File: config.mk
export PLATFORM = sky130hd
export DESIGN_NAME = mux_arb_ctrl_tarea34
export DESIGN_NICKNAME = d
export VERILOG_FILES = /design/src/rtl/mux_arb_ctrl_tarea34_pkg.sv /design/src/rtl/mux_arb_ctrl_tarea34_grant.sv /design/src/rtl/mux_arb_ctrl_tarea34.sv
export SDC_FILE = /design/constraint.sdc
export NUM_CORES = 1
export LEC_CHECK = 0
export BUFFER_PORTS_ARGS = -buffer_cell sky130_fd_sc_hd__buf_2
export CORE_MARGIN = 2
export CORE_UTILIZATION = 46
export DETAILED_ROUTE_END_ITERATION = 10
export PLACE_DENSITY = 0.7
export SYNTH_ARGS = -nofsm -noshare
export SYNTH_HDL_FRONTEND = slang
export SYNTH_SLANG_ARGS = --single-unit
File: constraint.sdc
create_clock -name clk -period 3.45 [get_ports clk]
set_input_delay 0.1725 -clock clk [delete_from_list [all_inputs] [get_ports clk]]
set_output_delay 0.1725 -clock clk [all_outputs]
set_load 0.005 [all_outputs]
File: src/rtl/mux_arb_ctrl_tarea34_pkg.sv
// Shared definitions for the two-source round-robin mux arbiter:
// FSM state encodings and default sizing.
package mux_arb_ctrl_tarea34_pkg;

   typedef enum logic [1:0] {
      ST_IDLE = 2'd0,
      ST_OWN0 = 2'd1,
      ST_OWN1 = 2'd2
   } arb_state_e;

   localparam int DATA_W_DEF    = 2;
   localparam int BURST_MAX_DEF = 4;
   localparam int CNT_W_DEF     = 3;

endpackage

File: src/rtl/mux_arb_ctrl_tarea34_grant.sv
// Combinational grant decision: who may use the mux this cycle, given the
// current owner, its burst length so far and who was served last.
module arb_grant_tarea34
   import mux_arb_ctrl_tarea34_pkg::*;
#(
   parameter int BURST_MAX = BURST_MAX_DEF,
   parameter int CNT_W     = CNT_W_DEF
) (
   input  logic [1:0]       state,
   input  logic [CNT_W-1:0] burst_cnt,
   input  logic             last_served,
   input  logic             valid_in0,
   input  logic             valid_in1,
   output logic             grant_valid,
   output logic             grant_idx
);

   logic burst_open;

   assign burst_open = (burst_cnt < CNT_W'(BURST_MAX));

   always_comb begin
      grant_valid = 1'b0;
      grant_idx   = 1'b0;
      case (state)
         ST_OWN0: begin
            if (valid_in0 && (burst_open || !valid_in1)) begin
               grant_valid = 1'b1;
               grant_idx   = 1'b0;
            end else if (valid_in1) begin
               grant_valid = 1'b1;
               grant_idx   = 1'b1;
            end
         end
         ST_OWN1: begin
            if (valid_in1 && (burst_open || !valid_in0)) begin
               grant_valid = 1'b1;
               grant_idx   = 1'b1;
            end else if (valid_in0) begin
               grant_valid = 1'b1;
               grant_idx   = 1'b0;
            end
         end
         default: begin
            // No owner: ties go to whoever was not served last.
            if (valid_in0 && valid_in1) begin
               grant_valid = 1'b1;
               grant_idx   = !last_served;
            end else if (valid_in0 || valid_in1) begin
               grant_valid = 1'b1;
               grant_idx   = valid_in1;
            end
         end
      endcase
   end

endmodule

File: src/rtl/mux_arb_ctrl_tarea34.sv
// Two-source round-robin arbiter driving a registered 2:1 mux, with bounded
// bursts, downstream pause and zero-forced output when idle or in reset.
module mux_arb_ctrl_tarea34
   import mux_arb_ctrl_tarea34_pkg::*;
#(
   parameter int DATA_W    = DATA_W_DEF,
   parameter int BURST_MAX = BURST_MAX_DEF,
   parameter int CNT_W     = CNT_W_DEF
) (
   input  logic              clk,
   input  logic              reset,
   input  logic              valid_in0,
   input  logic [DATA_W-1:0] data_in0,
   output logic              ready0,
   input  logic              valid_in1,
   input  logic [DATA_W-1:0] data_in1,
   output logic              ready1,
   input  logic              pause,
   output logic [DATA_W-1:0] data_out,
   output logic              valid_out,
   output logic              selector
);

   arb_state_e        state_q, state_d;
   logic [CNT_W-1:0]  burst_cnt_q, burst_cnt_d;
   logic              last_served_q, last_served_d;
   logic [DATA_W-1:0] data_out_q, data_out_d;
   logic              valid_out_q, valid_out_d;
   logic              selector_q, selector_d;

   logic              grant_valid, grant_idx;
   logic              transfer, same_owner;
   logic [DATA_W-1:0] mux_data;

   arb_grant_tarea34 #(
      .BURST_MAX (BURST_MAX),
      .CNT_W     (CNT_W)
   ) u_grant (
      .state       (state_q),
      .burst_cnt   (burst_cnt_q),
      .last_served (last_served_q),
      .valid_in0   (valid_in0),
      .valid_in1   (valid_in1),
      .grant_valid (grant_valid),
      .grant_idx   (grant_idx)
   );

   // A grant always implies the granted source is valid, so it doubles as the handshake.
   assign transfer   = grant_valid && !pause && !reset;
   assign ready0     = transfer && !grant_idx;
   assign ready1     = transfer &&  grant_idx;
   assign mux_data   = grant_idx ? data_in1 : data_in0;
   assign same_owner = (state_q == ST_OWN0 && !grant_idx) || (state_q == ST_OWN1 && grant_idx);

   always_ff @(posedge clk) begin
      if (reset) begin
         state_q       <= ST_IDLE;
         burst_cnt_q   <= '0;
         last_served_q <= 1'b1;
         data_out_q    <= '0;
         valid_out_q   <= 1'b0;
         selector_q    <= 1'b0;
      end else begin
         state_q       <= state_d;
         burst_cnt_q   <= burst_cnt_d;
         last_served_q <= last_served_d;
         data_out_q    <= data_out_d;
         valid_out_q   <= valid_out_d;
         selector_q    <= selector_d;
      end
   end

   always_comb begin
      state_d       = state_q;
      burst_cnt_d   = burst_cnt_q;
      last_served_d = last_served_q;
      if (!pause) begin
         if (transfer) begin
            state_d       = grant_idx ? ST_OWN1 : ST_OWN0;
            last_served_d = grant_idx;
            if (!same_owner)
               burst_cnt_d = CNT_W'(1);
            else if (burst_cnt_q >= CNT_W'(BURST_MAX))
               burst_cnt_d = CNT_W'(BURST_MAX);
            else
               burst_cnt_d = burst_cnt_q + CNT_W'(1);
         end else begin
            state_d     = ST_IDLE;
            burst_cnt_d = '0;
         end
      end
   end

   always_comb begin
      data_out_d  = data_out_q;
      valid_out_d = valid_out_q;
      selector_d  = selector_q;
      if (!pause) begin
         valid_out_d = transfer;
         data_out_d  = transfer ? mux_data : '0;
         if (transfer)
            selector_d = grant_idx;
      end
   end

   assign data_out  = data_out_q;
   assign valid_out = valid_out_q;
   assign selector  = selector_q;

endmodule

### Yosys cells after proc, flatten, opt, wreduce, memory -nomap -nowiden

Index checks and enable logic that the tools add are counted.

| storage, ports and cells | value |
|---|---|
| register bits | 10 |
| latch bits | 0 |
| bits in writable memories | 0 |
| ROM bits | 0 |
| input port bits | 9 |
| logic and storage cells | 51 |
| memories | 0 |

| cells by class | value |
|---|---|
| add/sub/neg operators | 1 |
| multiply operators | 0 |
| div/mod/pow operators | 0 |
| magnitude comparators | 2 |
| eq/ne operators | 2 |
| shifts and indexed selects | 0 |
| multiplexer cells | 19 |
| bitwise operators | 1 |
| reduce and logical (&&, ||, !) cells | 20 |

Operators by type and width:

| operator | count |
|---|---|
| $mux 1 | 10 |
| $logic_and 1x1->1 | 9 |
| $mux 3 | 3 |
| $mux 2 | 4 |
| $logic_not 1->1 | 6 |
| $logic_or 1x1->1 | 4 |
| $pmux 1 s2 | 2 |
| $add 3x1->3 const B | 1 |
| $ge 3x3->1 const B | 1 |
| $lt 3x3->1 const B | 1 |
| $eq 2x1->1 const B | 1 |
| $eq 2x2->1 const B | 1 |
| $reduce_and 2->1 | 1 |
| $not 1->1 | 1 |

### Longest topological paths before layout

| logic depth | value |
|---|---|
| depth after elaboration | 10 |
| mapped depth | 6 |
| depth with buffers taken out | 6 |

### Hierarchy

Synthesis repeated with hierarchy kept, for this count alone.

| unflattened totals | value |
|---|---|
| cell total of the unflattened synthesis | 63 |
| area total of the unflattened synthesis | 568.0 um2 |

By module, submodules not included:

| module | instances | cells each | area each (um2) |
|---|---|---|---|
| mux_arb_ctrl_tarea34 | 1 | 53 | 491.7 |
| arb_grant_tarea34 | 1 | 10 | 76.3 |

### Least setup slack after synthesis

OpenSTA, ideal clock, no wires.

| timing | value |
|---|---|
| path kind | reg2reg |
| start | register state_q[0] |
| end | register burst_cnt_q[1] |
| data arrival time | 1,696 ps |
| required time | 3,333 ps |
| slack | 1,637 ps |
| cell stages (with the launch flop) | 7 |
| path buffers | 0 |
| period minus slack after synthesis | 1,813 ps |
| cell sequence | dfxtp_1 -> inv_1 -> ha_1 -> nand2b_1 -> o211ai_4 -> mux2_4 -> a32o_2 |

| between the ends | value |
|---|---|
| word-level cells in the longest chain between the ends | 7 |
| elaborated cells between the ends (all ways) | 12 |

RTL lines:

| item | line | source |
|---|---|---|
| start, declared | mux_arb_ctrl_tarea34.sv:24 | `arb_state_e state_q, state_d;` |
| start signal, assigned | mux_arb_ctrl_tarea34.sv:64 | `state_q <= state_d;` |
| $eq 2x2->1 / $eq 2x1->1 (equally long branches) | mux_arb_ctrl_tarea34_grant.sv:25, mux_arb_ctrl_tarea34.sv:53 |  |
| $pmux 1 s2 | mux_arb_ctrl_tarea34_grant.sv:25 | `case (state)` |
| $logic_not 1->1 | mux_arb_ctrl_tarea34.sv:53 | `assign same_owner = (state_q == ST_OWN0 && !grant_idx) \|\| (state_q == ST_OWN1 && grant_idx);` |
| $logic_and 1x1->1 | mux_arb_ctrl_tarea34.sv:53 |  |
| $logic_or 1x1->1 | mux_arb_ctrl_tarea34.sv:53 |  |
| $mux 3 | mux_arb_ctrl_tarea34.sv:81 | `if (!same_owner)` |
| $mux 3 * | mux_arb_ctrl_tarea34.sv:78 | `if (transfer) begin` |
| end signal, assigned | mux_arb_ctrl_tarea34.sv:65 | `burst_cnt_q <= burst_cnt_d;` |
| end, declared | mux_arb_ctrl_tarea34.sv:25 | `logic [CNT_W-1:0] burst_cnt_q, burst_cnt_d;` |

Mark *: on every way between the ends. The rest lies on a longest branch, timed or not.
A chain may end at the register's enable or synchronous reset.

### Worst setup path after layout

| timing | value |
|---|---|
| start | register state_q[0] |
| end | output ready0 |

| between the ends | value |
|---|---|
| word-level cells in the longest chain between the ends | 5 |
| elaborated cells between the ends (all ways) | 8 |

RTL lines:

| item | line | source |
|---|---|---|
| $eq 2x2->1 / $eq 2x1->1 (equally long branches) | mux_arb_ctrl_tarea34_grant.sv:25 |  |
| $pmux 1 s2 | mux_arb_ctrl_tarea34_grant.sv:25 |  |
| $logic_and 1x1->1 (2 in a row) | mux_arb_ctrl_tarea34.sv:49 | `assign transfer = grant_valid && !pause && !reset;` |
| $logic_and 1x1->1 * | mux_arb_ctrl_tarea34.sv:50 | `assign ready0 = transfer && !grant_idx;` |
| end, declared | mux_arb_ctrl_tarea34.sv:14 | `output logic ready0,` |

Marked as above.

==> run metrics <==
cts hold-fix bufs=0; final antenna diode count=0; crit end category=output port; routed len/inst=12.56 um; core box area=0.001269 mm2; post-synth net total=77; post_cts resized=0; PnR worst setup slack=1.379 ns; Syn Inst Count=64; area grow syn2layout=17.01%; r2r setup slk=1.54 ns; Final Cycle Share=60.02%; Post-Route WL=1.181 mm; Slew Limit Fails=0; worst flop-to-flop path endpoint=burst_cnt_q[1]$_SDFFE_PP0N_; Max Buffers Root-to-Sink=2; synth warn=0; vias per inst=5.223; grt ovf=0; via count=491; cell area after synthesis=610.6 um2; CTS root buf=clkbuf_4; Worst Tran Pin Value=0.5030 ns; vias in the first global route=414; leakage=0.3230 nW; Die ar.=0.001635 mm2; proportion of layout cells with a drive suffix above 1=35.44%; setup_tns=0 ns; Slew headroom=66.40%; Num CTS Buffers=3; initial core utilization=48.13%; clock slew at reported path FFs=0.06 ns; final hold violations=0; CP max stage cell=or3_1; postcts setup bufs=0; critical path's largest stage delay=0.43 ns; post-synthesis sequential area ratio=32.79%; unrepaired setup endpoints after global routing=no; Final Util=56.31%; Worst VDD drop=0.2315 mV; Yosys cell types=29; cell family with most CP delay=simple AND/OR/NAND/NOR gates; Placement Rows=13; dpl ws=1.553 ns; worst skew pair latency=0.25 ns; cells along the critical path=inv_1 > ha_1 > or3_1 > o2111ai_4 > nor2b_1 > buf_2; die width=40.43 um; CTS H-tree lvls=1; Peak Freq=0.4829 GHz; fin nets=94; commonest non-fill, non-tap cell in the layout=buf_2; post-detail-place hpwl=965.9 um; WHS Path Cells=3; Worst R2R Start=state_q[0]$_SDFFE_PP0N_; initial antenna violation count=0; Max-Cap Viols=0; status=finished clean; largest net degree at the start of global routing=11; initial DRC count=5; CTS tree=done; GP Congestion=0.6712; min-delay src=data_in1[1]; worst hold path class=in2reg; post-route ant nets=0; DR pass1 iterations=4; PD cells=388.9 mW/mm2; Setup Skew=0.0003225 ns; Min-Delay Endpoint=data_out[1]$_SDFFE_PP0N_; r2r worst-path depth=6; CP Data Required Time=3.28 ns; global-route wire length before repair=1.711 mm; setup violators final=0; # DRC=0; IO buf count=14; WS Path Type=reg2out; Post-Syn Area per Cell=9.540 um2; commonest non-fill, non-tap cells in the layout=14 x buf_2, 10 x dfxtp_1, 8 x inv_1, 7 x nand2_1, 4 x ha_1; Critical Path AT=1.90 ns; min Tclk post-route=2.071 ns; clock sinks=10; io pins=15; CP Buf/Inv Count=2; Crit Path Max Fanout=6; Startpoint Class=flop; Chip Height=40.43 um; gr usage total=16.53%; #FFs+latches synth=10
synthesized netlist by cell type:
cell type   n  area, um2
or2_1       1      6.260
o211ai_4    1      21.27
nor2_1      1      3.750
mux2_4      2      30.03
o22a_2      1      10.01
nor3_1      2      10.01
inv_1       8      30.03
clkbuf_1    2      7.510
nand3_1     1      5.000
a22o_1      1      8.760
a21boi_0    1      7.510
or3b_4      1      11.26
nor4_1      2      12.51
o21bai_2    1      11.26
ha_1        4      50.05
a21oi_1     2      10.01
mux2_2      1      11.26
a21o_1      1      7.510
a32o_2      1      11.26
dfxtp_1    10      200.2
a221oi_2    1      15.01
nor2b_1     2      12.51
or3_1       1      6.260
nand2_1     7      26.28
o21ai_1     2      10.01
nand2b_1    2      12.51
mux2i_1     3      30.03
nor2_2      1      6.260
o2111ai_4   1      26.28
cell families after synthesis:
| family | Yosys count | share of synthesized area [%] |
|---|---|---|
| and+or+nand+nor | 21 | 18.44 |
| DFF | 10 | 32.79 |
| muxes | 6 | 11.68 |
| adders and majority gates | 4 | 8.197 |
| buffers and inverters | 10 | 6.148 |
| AOI/OAI and AO/OA | 13 | 22.75 |
through the flow:
step	instance area, um2	hold WS, ns	instances	power [W]
final	714.4	0.1762	94	0.0002779
after floorplan	610.6	0.3455	64	0.0001848
after global placement	691.9	0.4299	91	0.0002030
after CTS	714.4	0.1747	94	0.0002814
after detailed placement	691.9	0.4337	91	0.0002058
after global routing	714.4	0.1927	94	0.0002933
flip-flops by register name, summed over array words and instances (netlist names):
signal and cells:
state_q 2, data_out 2, valid_out 1, selector 1
last_served_q 1, burst_cnt_q 3
routing by layer:
metal | track usage, % | share of wire [%] | up-vias
met1 | 20.93 | 49 | 224
met5 | 0 | 0 | -
li1 | - | - | 254
met4 | 7.500 | 0 | 0
met3 | 5.000 | 3.5 | 0
met2 | 25.40 | 47 | 13
worst max path at each step:
stage | from | endpoint | slack, ns | depth (start not counted)
floorplan | state_q[0]$_SDFFE_PP0N_ | burst_cnt_q[1]$_SDFFE_PP0N_ | 1.64 | 6
global placement | state_q[0]$_SDFFE_PP0N_ | burst_cnt_q[1]$_SDFFE_PP0N_ | 1.59 | 6
detailed placement | state_q[0]$_SDFFE_PP0N_ | burst_cnt_q[1]$_SDFFE_PP0N_ | 1.55 | 6
CTS | state_q[0]$_SDFFE_PP0N_ | ready0 | 1.36 | 6
global route | state_q[0]$_SDFFE_PP0N_ | ready0 | 1.26 | 6
finish | state_q[0]$_SDFFE_PP0N_ | ready0 | 1.38 | 6
where the power goes:
| group | switching (W) | leakage [nW] | internal, W | total, W |
|---|---|---|---|---|
| clock | 0.0000349 | 0.0138 | 0.0000400 | 0.0000749 |
| combinational | 0.0000399 | 0.227 | 0.0000335 | 0.0000734 |
| sequential | 0.00000514 | 0.0819 | 0.000124 | 0.000130 |
| total | 0.0000799 | 0.323 | 0.000198 | 0.000278 |
worst min-delay path, cell delays in order:
cell	delay, ns
buf_2	0.07
mux2i_1	0.05
o21ai_1	0.10
final cells by class:
| cell class | instances | area, um2 |
|---|---|---|
| clock buffer | 3 | 22.52 |
| fill | 114 | 554.3 |
| inverter | 8 | 30.03 |
| multi-input combinational | 44 | 372.9 |
| sequential | 10 | 200.2 |
| tap | 15 | 18.77 |
| timing repair buffer | 14 | 70.07 |
No activity file was read; power rests on OpenSTA's default activity.
